File: config.mk
export PLATFORM = sky130hd
export DESIGN_NAME = field_pack_ctrl_flat
export DESIGN_NICKNAME = d
export VERILOG_FILES = /design/src/rtl/field_pack_pkg.sv /design/src/rtl/field_pack_ctrl_if.sv /design/src/rtl/field_pack_align.sv /design/src/rtl/field_pack_ctrl.sv /design/src/flat_wrapper.sv
export SDC_FILE = /design/constraint.sdc
export NUM_CORES = 1
export LEC_CHECK = 0
export BUFFER_PORTS_ARGS = -buffer_cell sky130_fd_sc_hd__buf_2
export CORE_AREA = 5 5 92 94
export CTS_BUF_LIST = sky130_fd_sc_hd__clkbuf_8
export CTS_CLUSTER_DIAMETER = 100
export DETAILED_ROUTE_END_ITERATION = 10
export DIE_AREA = 0 0 97 99
export HOLD_SLACK_MARGIN = 0.05
export PLACE_DENSITY_LB_ADDON = 0.25
export SLEW_MARGIN = 25
export SYNTH_ARGS = -nofsm -noshare
export SYNTH_HDL_FRONTEND = slang
export SYNTH_SLANG_ARGS = --single-unit
export TNS_END_PERCENT = 1
File: constraint.sdc
create_clock -name clk -period 6.8 [get_ports clk]
set_input_delay 0.68 -clock clk [delete_from_list [all_inputs] [get_ports clk]]
set_output_delay 0.68 -clock clk [all_outputs]
set_load 0.1 [all_outputs]
File: src/rtl/field_pack_pkg.sv
// Shared constants, state encoding and field masking for the MSB-first field packer.
package field_pack_pkg;

  localparam int unsigned OUT_W       = 8;
  localparam int unsigned MAX_FIELD_W = 8;
  localparam int unsigned LEN_W       = 4;
  localparam int unsigned ACC_W       = 16;
  localparam int unsigned CNT_W       = $clog2(ACC_W) + 1;
  localparam int unsigned MASK_W      = MAX_FIELD_W + 1;

  typedef enum logic {
    PACK  = 1'b0,
    FLUSH = 1'b1
  } pack_st_t;

  // Keep only the low 'len' bits of a right-aligned field.
  function automatic logic [MAX_FIELD_W-1:0] field_mask(
    input logic [MAX_FIELD_W-1:0] data,
    input logic [LEN_W-1:0]       len
  );
    logic [MASK_W-1:0] m;
    m = (MASK_W'(1) << len) - MASK_W'(1);
    return data & m[MAX_FIELD_W-1:0];
  endfunction

endpackage

File: src/rtl/field_pack_ctrl_if.sv
// Field-in / byte-out handshake bundle for the field packer.
interface field_pack_ctrl_if;
  import field_pack_pkg::*;

  logic                   in_valid;
  logic                   in_ready;
  logic [MAX_FIELD_W-1:0] in_data;
  logic [LEN_W-1:0]       in_len;
  logic                   in_last;
  logic                   out_valid;
  logic                   out_ready;
  logic [OUT_W-1:0]       out_data;
  logic                   out_last;
  logic [LEN_W-1:0]       out_pad;
  logic                   err_len;

  modport slave (
    input  in_valid, in_data, in_len, in_last, out_ready,
    output in_ready, out_valid, out_data, out_last, out_pad, err_len
  );

  modport master (
    output in_valid, in_data, in_len, in_last, out_ready,
    input  in_ready, out_valid, out_data, out_last, out_pad, err_len
  );
endinterface

File: src/rtl/field_pack_align.sv
// Masks an incoming field to its length and places it just below the bits already held.
module field_pack_align
  import field_pack_pkg::*;
(
  input  logic [MAX_FIELD_W-1:0] in_data,
  input  logic [LEN_W-1:0]       in_len,
  input  logic [CNT_W-1:0]       cnt,
  output logic [ACC_W-1:0]       aligned_c
);

  logic [CNT_W-1:0] shamt;

  // cnt < OUT_W and len <= MAX_FIELD_W whenever this result is used, so shamt never wraps.
  always_comb begin
    shamt     = CNT_W'(ACC_W) - cnt - CNT_W'(in_len);
    aligned_c = ACC_W'(field_mask(in_data, in_len)) << shamt;
  end

endmodule

File: src/rtl/field_pack_ctrl.sv
// Packs 1..8-bit fields MSB-first into bytes, zero-padding the last byte of each packet.
module field_pack_ctrl
  import field_pack_pkg::*;
(
  input  logic              clk,
  input  logic              rst_n,
  field_pack_ctrl_if.slave  bus
);

  logic [ACC_W-1:0] acc_q, acc_d;
  logic [CNT_W-1:0] cnt_q, cnt_d;
  pack_st_t         st_q,  st_d;
  logic             err_len_q, err_len_d;

  logic [ACC_W-1:0] aligned_c;
  logic             in_ready_c;
  logic             out_valid_c;
  logic             out_last_c;
  logic             len_ok_c;

  field_pack_align u_align (
    .in_data   (bus.in_data),
    .in_len    (bus.in_len),
    .cnt       (cnt_q),
    .aligned_c (aligned_c)
  );

  // Handshake and byte view, derived from state only.
  always_comb begin
    in_ready_c  = (st_q == PACK) && (cnt_q < CNT_W'(OUT_W));
    out_valid_c = (cnt_q >= CNT_W'(OUT_W)) || ((st_q == FLUSH) && (cnt_q != '0));
    out_last_c  = (st_q == FLUSH) && (cnt_q <= CNT_W'(OUT_W));
    len_ok_c    = (bus.in_len != '0) && (bus.in_len <= LEN_W'(MAX_FIELD_W));
  end

  assign bus.in_ready  = in_ready_c;
  assign bus.out_valid = out_valid_c;
  assign bus.out_data  = acc_q[ACC_W-1 -: OUT_W];
  assign bus.out_last  = out_last_c;
  assign bus.out_pad   = out_last_c ? LEN_W'(CNT_W'(OUT_W) - cnt_q) : '0;
  assign bus.err_len   = err_len_q;

  // Accept and pop never coincide: accept needs cnt < OUT_W in PACK, a PACK pop needs cnt >= OUT_W.
  always_comb begin
    acc_d     = acc_q;
    cnt_d     = cnt_q;
    st_d      = st_q;
    err_len_d = 1'b0;
    if (bus.in_valid && in_ready_c) begin
      if (len_ok_c) begin
        acc_d = acc_q | aligned_c;
        cnt_d = cnt_q + CNT_W'(bus.in_len);
        if (bus.in_last) st_d = FLUSH;
      end else begin
        err_len_d = 1'b1;
      end
    end else if (out_valid_c && bus.out_ready) begin
      acc_d = acc_q << OUT_W;
      cnt_d = (cnt_q > CNT_W'(OUT_W)) ? cnt_q - CNT_W'(OUT_W) : '0;
      if (out_last_c) st_d = PACK;
    end
  end

  always_ff @(posedge clk or negedge rst_n) begin
    if (!rst_n) begin
      acc_q     <= '0;
      cnt_q     <= '0;
      st_q      <= PACK;
      err_len_q <= 1'b0;
    end else begin
      acc_q     <= acc_d;
      cnt_q     <= cnt_d;
      st_q      <= st_d;
      err_len_q <= err_len_d;
    end
  end

endmodule

File: src/flat_wrapper.sv
// flat-port wrapper written by rule: the top's interface ports become plain ports
module field_pack_ctrl_flat import field_pack_pkg::*;
  (clk, rst_n, bus_in_valid, bus_in_data, bus_in_len, bus_in_last, bus_out_ready, bus_in_ready, bus_out_valid, bus_out_data, bus_out_last, bus_out_pad, bus_err_len);
  field_pack_ctrl_if bus_i ();
  input  logic clk;
  input  logic rst_n;
  input wire logic [$bits(bus_i.in_valid)-1:0] bus_in_valid;
  input wire logic [$bits(bus_i.in_data)-1:0] bus_in_data;
  input wire logic [$bits(bus_i.in_len)-1:0] bus_in_len;
  input wire logic [$bits(bus_i.in_last)-1:0] bus_in_last;
  input wire logic [$bits(bus_i.out_ready)-1:0] bus_out_ready;
  output wire logic [$bits(bus_i.in_ready)-1:0] bus_in_ready;
  output wire logic [$bits(bus_i.out_valid)-1:0] bus_out_valid;
  output wire logic [$bits(bus_i.out_data)-1:0] bus_out_data;
  output wire logic [$bits(bus_i.out_last)-1:0] bus_out_last;
  output wire logic [$bits(bus_i.out_pad)-1:0] bus_out_pad;
  output wire logic [$bits(bus_i.err_len)-1:0] bus_err_len;
  assign bus_i.in_valid = bus_in_valid;
  assign bus_i.in_data = bus_in_data;
  assign bus_i.in_len = bus_in_len;
  assign bus_i.in_last = bus_in_last;
  assign bus_i.out_ready = bus_out_ready;
  assign bus_in_ready = bus_i.in_ready;
  assign bus_out_valid = bus_i.out_valid;
  assign bus_out_data = bus_i.out_data;
  assign bus_out_last = bus_i.out_last;
  assign bus_out_pad = bus_i.out_pad;
  assign bus_err_len = bus_i.err_len;
  field_pack_ctrl u_core (.clk(clk), .rst_n(rst_n), .bus(bus_i));
endmodule
==> summary.txt <==
Drt
  • Via count of the routed design: 2080
  • Residual DRC count: 0
  • DRT antenna net count: 0
  • Vias per inst: roughly 5.6
  • Detailed Route Iter0 Violations: about 170
  • Final WL: about 6.2 mm
  • First drt pass iteration count: 5
  • Wire length per cell: 16.6 µm

GRT
  • Number of antenna violations at the first check in global routing: 0
  • Pin count of the biggest net entering global routing: 25
  • Vias in the first global route: between 1500 and 2000
  • Gr ovfl total: 0
  • Total GRT Usage: 0.127
  • First-pass GRT wire length: ~10 mm

Yosys
  • Area of the mapped netlist: 0.00218 mm²
  • Leading area contributor after synthesis: sky130_fd_sc_hd__dfrtp_1
  • Predominant post-synthesis flop cell: sky130_fd_sc_hd__dfrtp_1
  • Synthesis Warnings: 0
  • Seq/Total Area, Yosys: 0.265
  • Leading cell types by total area after synthesis: sky130_fd_sc_hd__dfrtp_1 26%, sky130_fd_sc_hd__ha_1 7.5%, sky130_fd_sc_hd__buf_4 3.5%
  • Average footprint of a synthesized cell: 8.53 µm²
  • Area share of the leading cell type in the synthesized netlist: 0.265
  • Distinct cell type count of the synthesized netlist: between 60 and 70
  • Mapped Cells: 255
  • Async SR Flop Fraction: 1.00
  • Number of synthesized flops with an enable pin: 0
  • Number of synthesized register bits: 23
  • Net count after synthesis: 287

Clock tree
  • Worst skew pair latency: 0.27 ns
  • Post-CTS Hold Fix Bufs: 0
  • Clock transition at the registers of the reported paths: roughly 0.090 ns
  • Clock sinks: 23
  • Inserted Clock Buffers: 3
  • Maximum level of the CTS H-tree: 1
  • PostCTS Resize Cnt: 0
  • Clk buf depth: 2
  • Root buf cell: sky130_fd_sc_hd__clkbuf_8
  • Post-CTS setup buffers: 0
  • Clock tree from TritonCTS: yes

Finish
  • Combined flip-flop and latch cell area: between 500 and 600 µm²
  • Fillcell total: slightly above 800
  • Most common cell after layout, fill and taps aside: sky130_fd_sc_hd__buf_2
  • Finished Layout Cells: 372
  • Diodes inserted: 0
  • Net count of the finished layout: around 300
  • Top library cells by usage in the layout, fill and taps aside: 32 x sky130_fd_sc_hd__buf_2, 23 x sky130_fd_sc_hd__dfrtp_1, 17 x sky130_fd_sc_hd__inv_1
  • Fraction of layout instances using a drive strength above 1: 0.167
  • Multi-input gate area: ~0.0014 mm²
  • Area Growth Syn to Fin: 10.1%

Worst setup path
  • Capturing point of the worst reg2reg path: u_core.acc_q[11]
  • Critical-path cell with the highest stage delay: sky130_fd_sc_hd__or4_1
  • Worst reg2reg setup slack: ~3.8 ns
  • Delay-heaviest family, CP: simple AND/OR/NAND/NOR gates
  • Worst EP required: between 7 and 8 ns
  • Longest individual stage delay on the worst path: around 0.67 ns
  • Largest driver fanout on the critical path: 15
  • Startpoint of the worst setup timing path: bus_in_len[1]
  • Critical path endpoint: u_core.acc_q[11]
  • Logic depth of the worst path, buffers included: 8
  • Endpoint arrival time on the critical path: 3.42 ns
  • Worst Reg-to-Reg Cells: 8
  • Sort of element at the start of the critical path: input pin
  • Count of buffer and inverter cells on the critical path: 1
  • Endpoint class of the critical path: register
  • Critical path class: in -> reg
  • RR Startpoint: u_core.cnt_q[1]
  • Critical-path cell list: buf_2 > or4_1 > ha_1 > or3b_2 > mux2i_1 > nand2_1 > a2111oi_0 > o41a_1

Die
  • Floorplan die height: between 90 and 100 µm
  • Die width: 97 µm
  • Die Footprint: 0.00960 mm²
  • Standard cell core area: about 0.0076 mm²
  • Starting density of the core: 0.288
  • Ports: 33
  • Cell row count: 32

Place
  • GPL Wtd Cong: 0.944
  • HPWL Detailed: 4.88 mm
  • Number of input and output port buffers inserted: 32
  • Cell total after placement: roughly 370

Power
  • Power per Cell Area: between 500 and 600 mW/mm²
  • Standby leakage power: about 1.1 nW
  • Worst IR Drop VDD: ~130 µV

STA
  • Final sum of negative setup slack: 0 ns
  • Worst clock skew on the final layout: 0.00214 ns
  • Hold Vio Cnt, Final: 0
  • Final setup violation count: 0
  • Relative max-transition margin: 0.479
  • Final worst path period need: 3.21 ns
  • Worst Max-Slew Pin Slew: 0.772 ns
  • Achievable clock frequency: slightly above 300 MHz
  • Final-report max-slew violation count: 0
  • Fin crit share: 0.472
  • Setup repair after global routing missed its margin: no
  • Minimum hold slack: approximately 0.38 ns

Run status
  • Run status: completed

Min path
  • Class of the worst hold path: in -> async

Run
  • Max cap viols: 0
==> metal layers <==
layer | up-vias | global-route usage | wire length, µm
met5 | - | 0 | 0
met4 | 0 | 0.0421 | 123
met3 | 12 | 0.0149 | 378
met2 | 93 | 0.189 | 2610
met1 | 965 | 0.190 | 3040
li1 | 1010 | - | -
==> how the worst min path moves through the flow <==
stage | startpoint | end | slack (ns) | cells after the start
2_1_floorplan | rst_n | u_core.acc_q[0] | 0.38 | 0
3_5_place_dp | u_core.acc_q[6] | u_core.acc_q[6] | 0.47 | 2
6_report | rst_n | u_core.bus.err_len | 0.38 | 1
3_3_place_gp | u_core.acc_q[4] | u_core.acc_q[4] | 0.47 | 1
5_1_grt | rst_n | u_core.acc_q[12] | 0.43 | 1
4_1_cts | rst_n | u_core.acc_q[12] | 0.40 | 1
==> stage by stage <==
stage | instance area (µm²) | setup slack (ns) | total power, mW | util
after floorplan | 2180 | 3.01 | 0.998 | -
after global placement | 2350 | 3.25 | 1.16 | 0.310
after detailed placement | 2350 | 3.32 | 1.16 | 0.310
after CTS | 2390 | 3.60 | 1.25 | 0.316
after global routing | 2390 | 3.45 | 1.34 | 0.316
final | 2390 | 3.59 | 1.25 | 0.316
==> final cells by class <==
| cell class | instances | area share |
|---|---|---|
| timing repair buffer | 33 | 0.0700 |
| multi-input combinational | 192 | 0.588 |
| tap | 102 | 0.0533 |
| clock inverter | 1 | 0.00313 |
| inverter | 18 | 0.0282 |
| sequential | 23 | 0.240 |
| clock buffer | 3 | 0.0172 |
==> logic make-up after synthesis <==
family / after synthesis / synth area share
buffers and inverters: 40 / 0.0886
multiplexers: 7 / 0.0334
flip-flops: 23 / 0.265
AO/OA/AOI/OAI: 90 / 0.309
AND/OR/NAND/NOR: 73 / 0.183
adder cells (fa/ha/maj): 15 / 0.0932
XOR/XNOR: 7 / 0.0282
==> sequential cells by signal (all words and copies together) (netlist names) <==
register and flops:
u_core.acc_q 16, u_core.cnt_q 5, u_core.bus.err_len 1, u_core.st_q 1
==> synth_stat cells, drive strengths merged, types with 2 or more instances <==
cell type and number:
a221oi 4, a2111oi 3, mux2 2, xor2 3
buf 14, nand2 13, clkbuf 8, o2111ai 4
nand2b 2, nand3 8, xnor2 4, nand3b 2
a21o 2, mux2i 5, nor2 15, a31oi 5
o22a 2, o31ai 3, or4 5, fa 2
nor3 8, and3 4, a22o 8, o211ai 6
nor4b 3, and4b 2, dfrtp 23, nand4 4
a211oi 4, a21oi 14, o21a 5, o21ai 11
ha 13, o41ai 2, o2bb2ai 2, inv 17
==> power breakdown <==
group	switching [mW]	leakage [nW]	internal, mW
registers	0.0449	0.302	0.183
clock network	0.0477	0.0217	0.0415
logic	0.676	0.727	0.255
total	0.769	1.05	0.479
(Power assumes the default switching activity.)
